--- src/rtl/tk1_step_ctrl.sv ---
// TK1 tweakey lane sequencer for the unrolled Skinny-128-384+ core: loads TK1, then steps it
// through the 8-round tweakey permutation per accepted handshake. Optional: TK1_REWIND_EN.
module tk1_step_ctrl #(
  parameter int STEPS = 5,
  parameter int CNT_W = (STEPS > 1) ? $clog2(STEPS) : 1
) (
  input  logic             clk,
  input  logic             rst_n,
  input  logic             start,
  input  logic             abort,
  input  logic [127:0]     tk1_in,
  output logic [127:0]     tk1_out,
  output logic             tk1_valid,
  input  logic             tk1_ready,
`ifdef TK1_REWIND_EN
  input  logic             rewind,
`endif
  output logic [CNT_W-1:0] step_idx,
  output logic             last,
  output logic             busy,
  output logic             done
);

  typedef enum logic [1:0] {
    IDLE = 2'd0,
    RUN  = 2'd1,
    DONE = 2'd2
  } state_t;

  localparam logic [CNT_W-1:0] LAST_IDX = CNT_W'(STEPS - 1);

  // Eight applications of the Skinny tweakey cell permutation collapse to a pairwise swap of
  // cells; cell 0 is the most significant byte.
  function automatic logic [127:0] pt8(input logic [127:0] x);
    pt8 = {x[87:80], x[79:72], x[103:96], x[111:104],
           x[71:64], x[127:120], x[119:112], x[95:88],
           x[23:16], x[15:8], x[39:32], x[47:40],
           x[7:0], x[63:56], x[55:48], x[31:24]};
  endfunction

  state_t           state_r, state_nxt_s;
  logic [127:0]     tk1_r, tk1_nxt_s;
  logic [CNT_W-1:0] cnt_r, cnt_nxt_s;
  logic             valid_r, last_r, busy_r, done_r;
`ifdef TK1_REWIND_EN
  logic [127:0]     shadow_r, shadow_nxt_s;
`endif

  // Next-state, TK1 and step-counter selection; abort overrides everything.
  always_comb begin
    state_nxt_s = state_r;
    tk1_nxt_s   = tk1_r;
    cnt_nxt_s   = cnt_r;
`ifdef TK1_REWIND_EN
    shadow_nxt_s = shadow_r;
`endif
    if (abort) begin
      state_nxt_s = IDLE;
      tk1_nxt_s   = 128'd0;
      cnt_nxt_s   = {CNT_W{1'b0}};
`ifdef TK1_REWIND_EN
      shadow_nxt_s = 128'd0;
`endif
    end else begin
      case (state_r)
        IDLE: begin
          if (start) begin
            state_nxt_s = RUN;
            tk1_nxt_s   = tk1_in;
            cnt_nxt_s   = {CNT_W{1'b0}};
`ifdef TK1_REWIND_EN
            shadow_nxt_s = tk1_in;
          end else if (rewind) begin
            state_nxt_s = RUN;
            tk1_nxt_s   = shadow_r;
            cnt_nxt_s   = {CNT_W{1'b0}};
`endif
          end else begin
            state_nxt_s = IDLE;
          end
        end
        RUN: begin
          if (tk1_ready) begin
            if (cnt_r == LAST_IDX) begin
              // Final step consumed: the permuted value is never registered.
              state_nxt_s = DONE;
            end else begin
              tk1_nxt_s = pt8(tk1_r);
              cnt_nxt_s = cnt_r + {{(CNT_W-1){1'b0}}, 1'b1};
            end
          end else begin
            state_nxt_s = RUN;
          end
        end
        DONE: begin
          state_nxt_s = IDLE;
        end
        default: begin
          state_nxt_s = IDLE;
          tk1_nxt_s   = 128'd0;
          cnt_nxt_s   = {CNT_W{1'b0}};
        end
      endcase
    end
  end

  // State, TK1, counter and registered status flags.
  always_ff @(posedge clk or negedge rst_n) begin
    if (!rst_n) begin
      state_r <= IDLE;
      tk1_r   <= 128'd0;
      cnt_r   <= {CNT_W{1'b0}};
      valid_r <= 1'b0;
      last_r  <= 1'b0;
      busy_r  <= 1'b0;
      done_r  <= 1'b0;
    end else begin
      state_r <= state_nxt_s;
      tk1_r   <= tk1_nxt_s;
      cnt_r   <= cnt_nxt_s;
      valid_r <= (state_nxt_s == RUN);
      last_r  <= (state_nxt_s == RUN) && (cnt_nxt_s == LAST_IDX);
      busy_r  <= (state_nxt_s != IDLE);
      done_r  <= (state_nxt_s == DONE);
    end
  end

`ifdef TK1_REWIND_EN
  // Copy of the block's initial TK1 kept for rewind.
  always_ff @(posedge clk or negedge rst_n) begin
    if (!rst_n) begin
      shadow_r <= 128'd0;
    end else begin
      shadow_r <= shadow_nxt_s;
    end
  end
`endif

  assign tk1_out   = tk1_r;
  assign step_idx  = cnt_r;
  assign tk1_valid = valid_r;
  assign last      = last_r;
  assign busy      = busy_r;
  assign done      = done_r;

endmodule

--- config.mk ---
export PLATFORM = sky130hd
export DESIGN_NAME = tk1_step_ctrl
export DESIGN_NICKNAME = d
export VERILOG_FILES = /design/src/rtl/tk1_step_ctrl.sv
export SDC_FILE = /design/constraint.sdc
export NUM_CORES = 1
export LEC_CHECK = 0
export BUFFER_PORTS_ARGS = -buffer_cell sky130_fd_sc_hd__buf_2
export CORE_ASPECT_RATIO = 1.4
export CORE_MARGIN = 10
export CORE_UTILIZATION = 46
export CTS_BUF_LIST = sky130_fd_sc_hd__clkbuf_8
export DETAILED_ROUTE_END_ITERATION = 8
export PLACE_DENSITY = 0.79
export RECOVER_POWER = 50
export SLEW_MARGIN = 5
export SYNTH_ARGS = -nofsm -noshare
export SYNTH_HDL_FRONTEND = slang
export SYNTH_SLANG_ARGS = --single-unit
--- constraint.sdc ---
create_clock -name clk -period 1.8 [get_ports clk]
set_clock_uncertainty 0.1 [all_clocks]
set_input_delay 0.27 -clock clk [delete_from_list [all_inputs] [get_ports clk]]
set_output_delay 0.27 -clock clk [all_outputs]
set_load 0.01 [all_outputs]
==> impl_metrics.toml <==
[setup_path]
worstSetupPathType = "register to register"
start_kind = "register"
endpoint = "tk1_out[16]"
crit_fanout = 15
rr_worst_depth = 8
regToRegEndpoint = "tk1_out[16]"
crit_start = "step_idx[0]"
end_kind = "register"
cp_data_required_time_ps = 2020
crit_arrival_ps = 2130
r2r_start = "step_idx[0]"
reg2reg_slack_ps = -110

[drt]
antenna_left = 0
routedWlPerCell_um = 20.73
vias = 5334
route.detailed.drc = 0
drt-pass1-iter-count = 4
totalWireLength_mm = 20.25
drt_iter0_markers = 284
vias_per_cell = 5.460

[cells_and_area]
stdcell_area_um2 = 9472
final_nets = 907
num_antenna_cells = 0
area_growth_pct = 33.23
drive_gt1_frac = 0.6255
layout_commonest_cell = "buf_2"
final_cell_mix = "buf_2 (266), dfrtp_1 (137), a22o_1 (128)"

[run_status]
status = "finished, violations left"
violations = "setup timing"

[global_route]
grt_pass1_vias = 5716
grt_pass1_wl_mm = 31.51
grt_use_total = 0.1857
grt_overflow = 0
grt_max_degree = 60
antenna_found_initial = 2

[yosys]
synth_nets = 609
syn_inst = 474
syn_area_um2 = 7109
yosys_warnings = 0
syn_avg_cell_area_um2 = 15.00
synth.distinct_cells = 33
synth_seq_cells = 137
yosysSeqAreaShare = 0.4822

[power]
power_uw = 8232
power.density_nw_per_um2 = 869.1
peakVddDrop_uv = 558.8
cellLeakagePower_uw = 0.005097

[placed_design]
port_buffers = 267
hpwlAfterDp_mm = 15.05
placed_area_um2 = 8812
place_ws_ps = -118.4
gp_congestion = 0.8347

[die]
dieArea_um2 = 20900
die_h_um = 167.1
core_um2 = 15120
boundaryPins = 268
rows = 53
initial_utilization = 0.4702
die_x_um = 125.1

[clock_network]
cts_max_level = 4
cts_tree = "yes"
path_clk_slew_ps = 80
clk_path_buf_depth = 2
insertion_delay_ps = 440
cts-root-buf = "clkbuf_8"
numCtsBuffers = 17
cts.sinks = 137

[sta]
slew_violations = 0
fin_crit_sh = 1.059
period_minus_slack_ps = 1906
hold_violations = 0
fmax_ghz = 0.5247
finalSetupTns_ps = -8480
timing.hold.ws_ps = 56.92
worst-slew-pin-transition_ps = 1010
fin_ws_ps = -106.0
slew_headroom = 0.3270
rsz0062_at_grt = "yes"
setup_viol = 126

[min_path]
hp-start = "start"
holdCritPathClass = "input port to register"

[job]
max-cap-violations = 0
worst min path at each step:
| stage | endpoint | cells after the start |
|---|---|---|
| 2_1_floorplan | busy | 0 |
| 3_3_place_gp | tk1_out[16] | 1 |
| 3_5_place_dp | tk1_out[61] | 1 |
| 4_1_cts | busy | 3 |
| 5_1_grt | tk1_out[27] | 3 |
| 6_report | busy | 3 |
kinds of logic (layout without fill, tap and decap cells):
group,Yosys count,count (layout),share of synthesized area
multiplexers,129,129,0.2675
AND/OR/NAND/NOR,18,18,0.01654
adder cells (fa/ha/maj),2,2,0.003519
AO/OA/AOI/OAI,140,140,0.1712
buffers and inverters,48,359,0.05896
flip-flops,137,137,0.4822
per-layer routing:
metal	up-vias	GRT usage	wire length [um]
li1	2410	-	-
met1	2675	0.2176	8210
met2	224	0.3111	10220
met3	23	0.06919	1504
met4	2	0.05221	303
met5	-	0	17
flip-flops by register name, summed over array words and instances, names as in the netlist:
| register | cells |
|---|---|
| tk1_out | 128 |
| step_idx | 3 |
| state_r | 2 |
| busy | 1 |
| done | 1 |
| last | 1 |
| tk1_valid | 1 |
area by class of cell:
type                    count  area, um^2
repair buffers            322        2029
flip-flops and latches    137        3428
clock buffers              17       234.0
fillers                  1205        5648
multi-input cells         289        3319
inverters                   5       18.77
well taps                 192       240.2
clock inverters            15       201.4
power breakdown:
group	switching, uW	total [uW]	internal (uW)	leakage (uW)
combinational	801	1850	1040	0.00308
clock	1250	2760	1510	0.000217
sequential	259	3620	3360	0.00180
metrics by stage:
| step | utilization | instances |
|---|---|---|
| after floorplan | - | 474 |
| after global placement | 0.5828 | 934 |
| after detailed placement | 0.5828 | 934 |
| after CTS | 0.6211 | 973 |
| after global routing | 0.6264 | 977 |
| final | 0.6264 | 977 |
Yosys cell counts:
library cell | number | area (um^2)
o21ai_0 | 1 | 5.000
and4_1 | 2 | 17.52
dfrtp_1 | 137 | 3428
a2111oi_0 | 1 | 8.760
o21a_1 | 2 | 15.01
nor4b_1 | 1 | 8.760
mux2_2 | 8 | 90.09
clkbuf_1 | 12 | 45.04
buf_6 | 2 | 22.52
ha_1 | 2 | 25.02
nand2b_1 | 2 | 12.51
nand3b_1 | 1 | 7.510
o21ba_4 | 1 | 16.27
inv_1 | 5 | 18.77
buf_12 | 11 | 220.2
nand2b_4 | 1 | 13.76
nand2_1 | 2 | 7.510
clkbuf_2 | 1 | 5.000
buf_8 | 2 | 30.03
and4bb_2 | 1 | 12.51
nor3_1 | 2 | 10.01
nor2_1 | 4 | 15.01
nor2_2 | 1 | 6.260
buf_2 | 14 | 70.07
o2bb2ai_1 | 1 | 8.760
and2_1 | 1 | 6.260
a21oi_1 | 3 | 15.01
a311o_1 | 1 | 10.01
mux2_4 | 120 | 1802
buf_4 | 1 | 7.510
a22o_1 | 128 | 1121
a21oi_2 | 2 | 17.52
mux2i_1 | 1 | 10.01
what timing repair did:
item / 4_1_cts / 5_1_grt
hold buffers: 1 / 0
cloned: 1 / 2
hold endpoints to repair: 98 / 0
setup buffers: 5 / 2
pin swaps: 0 / 2
gates resized for setup: 14 / 13
setup endpoints to repair: 113 / 129
critical path, stage by stage (launching register included):
cell	delay [ps]
dfrtp_1	390
inv_2	90
ha_4	140
nand2_2	60
a21oi_2	140
o21ba_4	200
buf_12	170
buf_12	180
mux2_4	310
No activity file was read; power rests on OpenSTA's default activity.
